## src/rtl/linkup_pkg.sv

```systemverilog
// Shared state encodings and parameter defaults for the link-up sequencer.
package linkup_pkg;

    typedef enum logic [2:0] {
        ST_IDLE    = 3'd0,
        ST_PULSE   = 3'd1,
        ST_GAP     = 3'd2,
        ST_UP      = 3'd3,
        ST_RECOVER = 3'd4,
        ST_FAULT   = 3'd5
    } state_t;

    localparam int PULSE_W_DEF   = 4;
    localparam int GAP_W_DEF     = 16;
    localparam int RST_W_DEF     = 8;
    localparam int MAX_RETRY_DEF = 3;
    localparam int CNT_W         = 8;

endpackage

```

## src/rtl/sync_2ff.sv

```systemverilog
// Two-flop synchronizer for a single asynchronous level.
module sync_2ff (
    input  logic i_Clk,
    input  logic i_Rst_n,
    input  logic d,
    output logic q
);

    logic meta;

    // NOTE: sequential state uses <= so both flops sample pre-edge values and form a real 2-stage chain.
    always_ff @(posedge i_Clk or negedge i_Rst_n) begin
        if (!i_Rst_n) begin
            meta <= 1'b0;
            q    <= 1'b0;
        end else begin
            meta <= d;
            q    <= meta;
        end
    end

endmodule

```

## src/rtl/linkup_seq_ctrl.sv

```systemverilog
// Link bring-up sequencer: pulses the link-up enable, watches for link/timeout,
// resets the remote device on failure and gives up after MAX_RETRY recoveries.
module linkup_seq_ctrl
    import linkup_pkg::*;
#(
    parameter int PULSE_W   = PULSE_W_DEF,
    parameter int GAP_W     = GAP_W_DEF,
    parameter int RST_W     = RST_W_DEF,
    parameter int MAX_RETRY = MAX_RETRY_DEF
) (
    input  logic       i_Clk,
    input  logic       i_Rst_n,
    input  logic       i_Start,
    input  logic       i_ich_linkup,
    input  logic       i_TimeOut,
    output logic       o_LinkUp_En,
    output logic       o_Clear_TimeOut,
    output logic       o_Remote_Rst_n,
    output logic       o_Link_Ok,
    output logic       o_Fault,
    output logic [1:0] o_Retry_Cnt,
    output logic [2:0] o_State
);

    localparam logic [CNT_W-1:0] PULSE_LAST = CNT_W'(PULSE_W - 1);
    localparam logic [CNT_W-1:0] GAP_LAST   = CNT_W'(GAP_W - 1);
    localparam logic [CNT_W-1:0] RST_LAST   = CNT_W'(RST_W - 1);
    localparam logic [1:0]       RETRY_MAX  = 2'(MAX_RETRY);

    state_t           state;
    logic [CNT_W-1:0] phase_cnt;
    logic             lk;
    logic [1:0]       retry_inc;

    sync_2ff u_sync_linkup (
        .i_Clk   (i_Clk),
        .i_Rst_n (i_Rst_n),
        .d       (i_ich_linkup),
        .q       (lk)
    );

    // NOTE: every always_comb output gets an unconditional assignment so no latch is inferred.
    always_comb begin
        retry_inc = o_Retry_Cnt;
        if (o_Retry_Cnt != RETRY_MAX) retry_inc = o_Retry_Cnt + 2'd1;
    end

    assign o_State = state;

    always_ff @(posedge i_Clk or negedge i_Rst_n) begin
        if (!i_Rst_n) begin
            state           <= ST_IDLE;
            phase_cnt       <= '0;
            o_LinkUp_En     <= 1'b0;
            o_Clear_TimeOut <= 1'b0;
            o_Remote_Rst_n  <= 1'b1;
            o_Link_Ok       <= 1'b0;
            o_Fault         <= 1'b0;
            o_Retry_Cnt     <= 2'd0;
        end else begin
            o_Clear_TimeOut <= 1'b0;
            // Dropping i_Start overrides everything, including a reset in progress.
            if (!i_Start) begin
                state          <= ST_IDLE;
                phase_cnt      <= '0;
                o_LinkUp_En    <= 1'b0;
                o_Remote_Rst_n <= 1'b1;
                o_Link_Ok      <= 1'b0;
                o_Fault        <= 1'b0;
                o_Retry_Cnt    <= 2'd0;
            end else begin
                case (state)
                    ST_IDLE: begin
                        state       <= ST_PULSE;
                        phase_cnt   <= '0;
                        o_Retry_Cnt <= 2'd0;
                        o_LinkUp_En <= 1'b1;
                    end
                    ST_PULSE, ST_GAP: begin
                        if (lk) begin
                            state           <= ST_UP;
                            phase_cnt       <= '0;
                            o_LinkUp_En     <= 1'b0;
                            o_Link_Ok       <= 1'b1;
                            o_Clear_TimeOut <= 1'b1;
                        end else if (i_TimeOut) begin
                            state           <= ST_RECOVER;
                            phase_cnt       <= '0;
                            o_LinkUp_En     <= 1'b0;
                            o_Remote_Rst_n  <= 1'b0;
                            o_Clear_TimeOut <= 1'b1;
                        end else if (state == ST_PULSE && phase_cnt == PULSE_LAST) begin
                            state       <= ST_GAP;
                            phase_cnt   <= '0;
                            o_LinkUp_En <= 1'b0;
                        end else if (state == ST_GAP && phase_cnt == GAP_LAST) begin
                            state       <= ST_PULSE;
                            phase_cnt   <= '0;
                            o_LinkUp_En <= 1'b1;
                        end else begin
                            phase_cnt <= phase_cnt + 1'b1;
                        end
                    end
                    ST_UP: begin
                        if (!lk) begin
                            state           <= ST_RECOVER;
                            phase_cnt       <= '0;
                            o_Link_Ok       <= 1'b0;
                            o_Remote_Rst_n  <= 1'b0;
                            o_Clear_TimeOut <= 1'b1;
                        end
                    end
                    ST_RECOVER: begin
                        if (phase_cnt == RST_LAST) begin
                            phase_cnt      <= '0;
                            o_Remote_Rst_n <= 1'b1;
                            o_Retry_Cnt    <= retry_inc;
                            if (retry_inc == RETRY_MAX) begin
                                state   <= ST_FAULT;
                                o_Fault <= 1'b1;
                            end else begin
                                state       <= ST_PULSE;
                                o_LinkUp_En <= 1'b1;
                            end
                        end else begin
                            phase_cnt <= phase_cnt + 1'b1;
                        end
                    end
                    ST_FAULT: begin
                        o_Fault <= 1'b1;
                    end
                    default: begin
                        state     <= ST_IDLE;
                        phase_cnt <= '0;
                    end
                endcase
            end
        end
    end

endmodule

```

## config.mk

```make
export PLATFORM = sky130hd
export DESIGN_NAME = linkup_seq_ctrl
export DESIGN_NICKNAME = d
export VERILOG_FILES = /design/src/rtl/linkup_pkg.sv /design/src/rtl/sync_2ff.sv /design/src/rtl/linkup_seq_ctrl.sv
export SDC_FILE = /design/constraint.sdc
export NUM_CORES = 1
export LEC_CHECK = 0
export CAP_MARGIN = 10
export CORE_MARGIN = 1
export CORE_UTILIZATION = 40
export DETAILED_ROUTE_END_ITERATION = 7
export GPL_TIMING_DRIVEN = 0
export MAX_ROUTING_LAYER = met4
export PLACE_DENSITY = 0.63
export SYNTH_ARGS = -nofsm -noshare
export SYNTH_HDL_FRONTEND = slang
export SYNTH_SLANG_ARGS = --single-unit
```

## constraint.sdc

```tcl
create_clock -name i_Clk -period 2 [get_ports i_Clk]
set_clock_uncertainty 0.05 [all_clocks]
set_input_delay 0.3 -clock i_Clk [delete_from_list [all_inputs] [get_ports i_Clk]]
set_output_delay 0.3 -clock i_Clk [all_outputs]
set_load 0.005 [all_outputs]
```

==> summary.txt <==
Power
  • Switching Fraction: a little under a third
  • Combinational group share of total power: a little under a third
  • Tot Pwr: ~1.2 mW
  • Internal power: approximately 820 uW
  • Worst VDD drop: between 0.0003 and 0.0004 V
  • Leakage: 0.689 nW
  • Clk pwr share: roughly 28%
  • Seq pwr share: between 40% and 50%
  • Switching power: roughly 370 uW
  • PD cells: about 740 nW/um^2

Place
  • Pre-CTS setup slack: -0.309 ns
  • Port Buffers: 13
  • Final GP Congestion: 0.818
  • DP HPWL: 2120 um

Yosys
  • Syn_nets: between 100 and 150
  • Mapped cell area: around 1300 um^2
  • Synth Area in XOR/XNOR: under 10%
  • Top post-synthesis cells by count: dfrtp_1 (19), nand2_1 (15), nor2_1 (13)
  • Synth warn: 0
  • Most common cell in the synthesized netlist: dfrtp_1
  • Synth Area in Compound Gates: a little over a quarter
  • Synth area leaders: dfrtp_1 (37%), nand2_1 (4.4%), nor2_1 (3.8%)
  • Post-synth top area share: ~37%
  • Distinct cell type count after synthesis: 47
  • Synth Instances: 140
  • Async S/R FF share, synth: 100%
  • Post-synthesis mux area share: 0%
  • Top FF cell, synth: dfrtp_1
  • Largest family of logic cells by synthesized area: compound AO/OA/AOI/OAI gates
  • Avg Inst Size Synth: slightly above 9 um^2
  • #FFs+latches synth: 20
  • Adder-Cell Fraction of Synth Area: approximately 2.7%
  • Seq/Total Area, Yosys: 39.0%
  • Largest area contributor in the netlist: dfrtp_1
  • Simple logic cell fraction of the synthesized area: a little under a quarter
  • EDFF count, synth: 0

Detailed routing
  • DRC: 0
  • First-pass DRT Iterations: 4
  • Drt wl/cell: 15.7 um
  • Met2 WL post-DR: 1560 um
  • DR vias: 1229
  • Routed wl met3: roughly 210 um
  • Number of DRC markers in iteration 0: 59
  • Vias per inst: 5.82
  • Final wirelength: 3320 um
  • Max Used Layer: met4
  • Met1 wire length: 1480 um
  • Routed Antenna Nets: 0

Setup path
  • Critical Path Slowest Stage Cell: or4_4
  • Worst r2r src: phase_cnt[5]
  • CP max stage delay: approximately 0.60 ns
  • WP data arrival: around 2.1 ns
  • Worst Path Buf+Inv: 1
  • Crit Path Max Fanout: 7
  • Path depth of the worst reg2reg path: 5
  • Crit-path leading delay family: compound AO/OA/AOI/OAI gates
  • Setup crit start kind: register
  • CP endpoint kind: register
  • FF-to-FF setup slack: 0.06 ns
  • Req. time, crit path: between 2 and 2.5 ns
  • Reg-to-reg endpoint: phase_cnt[4]
  • WS Path Type: reg2reg
  • Crit-path cells: or4_4, o2111ai_4, o211ai_4, buf_4, a22o_1

Worst hold path
  • Beginning of the worst hold path: u_sync_linkup.meta
  • Worst Hold End: u_sync_linkup.q
  • Hold Path Class: reg2reg
  • Worst Hold Path Cells: 0

Die
  • Die Area: about 3400 um^2
  • Ports: 15
  • Height of the die: just under 60 um
  • Die W: 58.7 um
  • Core Area: between 3000 and 4000 um^2
  • # rows: 20
  • Initial Util: between 40% and 50%

Clocking
  • Clock Tree Buf Depth: 2
  • Hold_buf cts: 0
  • CTS sink count: 20
  • Num CTS Buffers: 3
  • Clk slew on worst S/H paths: roughly 0.13 ns
  • Clk Latency, worst-skew pair: approximately 0.31 ns
  • H-tree depth: 1
  • Root buffer cell: clkbuf_4
  • CTS tree: built

Final layout
  • Synth-to-Final Area Change: 26.1%
  • FILL cells: 287
  • Layout cell share with drive strength beyond 1: between 20 and 25%
  • FF+latch area: ~500 um^2
  • Multi-input gate area: ~720 um^2
  • Final #Nets: ~180
  • Antenna diodes: 0

Global routing
  • Initial antenna violation count: 0
  • Grt total ovfl: 0
  • First-pass GRT wire length: about 5600 um
  • Pin count of the biggest net entering global routing: 21
  • Vias in the first global route: between 1000 and 1500
  • GR Util All Layers: between 20% and 30%

Timing
  • Final Cycle Share: 97.2%
  • Slew @ Worst Pin: approximately 0.92 ns
  • Fmax: slightly above 500 MHz
  • Final slew viol count: 0
  • RSZ-0062 raised after global routing: true
  • Fin. Hold Viols: 0
  • Final setup fails: 0
  • Crit path time final: about 1.9 ns
  • Relative slew slack: approximately two fifths
  • Final setup margin: ~0.055 ns
  • Hold WS: 0.313 ns

Status
  • Status: finished, final reports clean

Run
  • Maxcap violations: 0
through the flow:
step	instances	setup TNS, ns	area [um^2]	utilization [%]
after detailed placement	197	-1.69	1470	48.2
after floorplan	140	0	1280	-
final	211	0	1620	53.1
after global routing	211	-0.0176	1620	53.1
after global placement	197	-1.42	1470	48.2
after CTS	209	0	1590	52.0
area by class of cell:
| type | count | share of cell area, % |
|---|---|---|
| multi-input cells | 106 | 44.3 |
| flip-flops and latches | 20 | 31.0 |
| repair buffers | 24 | 13.3 |
| plain buffers | 8 | 3.63 |
| well taps | 44 | 3.40 |
| clock inverters | 1 | 1.85 |
| clock buffers | 3 | 1.39 |
| inverters | 5 | 1.16 |
timing repair:
item / 4_1_cts / 5_1_grt
buffers inserted: 8 / 3
pin swaps: 3 / 3
gates resized for setup: 2 / 6
hold endpoints to repair: 0 / 0
setup endpoints to repair: 6 / 12
logic make-up after synthesis:
logic type / Yosys count
simple gates: 55
compound gates: 45
flops: 20
buf+inv: 14
xor+xnor: 3
fa+ha+maj: 3
state kept, by name, summed over array words and instances, names as in the netlist:
| signal | count |
|---|---|
| o_Remote_Rst_n | 1 |
| o_Clear_TimeOut | 1 |
| u_sync_linkup.q | 1 |
| o_LinkUp_En | 1 |
| o_Fault | 1 |
| phase_cnt | 8 |
| u_sync_linkup.meta | 1 |
| o_State | 3 |
| o_Link_Ok | 1 |
| o_Retry_Cnt | 2 |
per-layer routing:
| metal | vias up | track usage, % |
|---|---|---|
| li1 | 563 | - |
| met4 | 0 | 9.86 |
| met3 | 11 | 3.74 |
| met2 | 73 | 35.1 |
| met1 | 582 | 27.8 |
| met5 | - | - |
power groups by stage:
stage          Clock (mW)  Combinational, mW  Sequential, mW
6_report            0.339              0.368           0.487
5_1_grt             0.367              0.404           0.494
4_1_cts             0.341              0.355           0.487
3_5_place_dp            0              0.336           0.494
3_3_place_gp            0              0.329           0.491
2_1_floorplan           0              0.215           0.489
worst max path at each step:
stage                     depth (start not counted)         start           end
after floorplan                                   6  phase_cnt[5]  phase_cnt[4]
after global placement                            6       i_Start   o_LinkUp_En
after detailed placement                          6       i_Start   o_LinkUp_En
after CTS                                         6       i_Start   o_LinkUp_En
after global routing                              7    o_State[0]  phase_cnt[5]
final                                             5  phase_cnt[5]  phase_cnt[4]
placed cells by master (no fill, tap or decap), types with 2 or more instances in the layout:
cell type / instances
nor3_1: 7
buf_4: 11
dfrtp_1: 19
ha_1: 2
or2_2: 2
nand3_1: 4
xnor2_1: 2
clkbuf_4: 3
nand2_1: 15
o21ai_0: 9
clkdlybuf4s50_1: 12
nor2_1: 12
clkbuf_8: 2
a21oi_1: 7
nand3b_1: 3
inv_1: 5
clkbuf_1: 4
a21o_1: 3
and3_1: 2
o211ai_1: 2
a31oi_1: 5
a22o_1: 2
No activity file was read; power rests on OpenSTA's default activity.
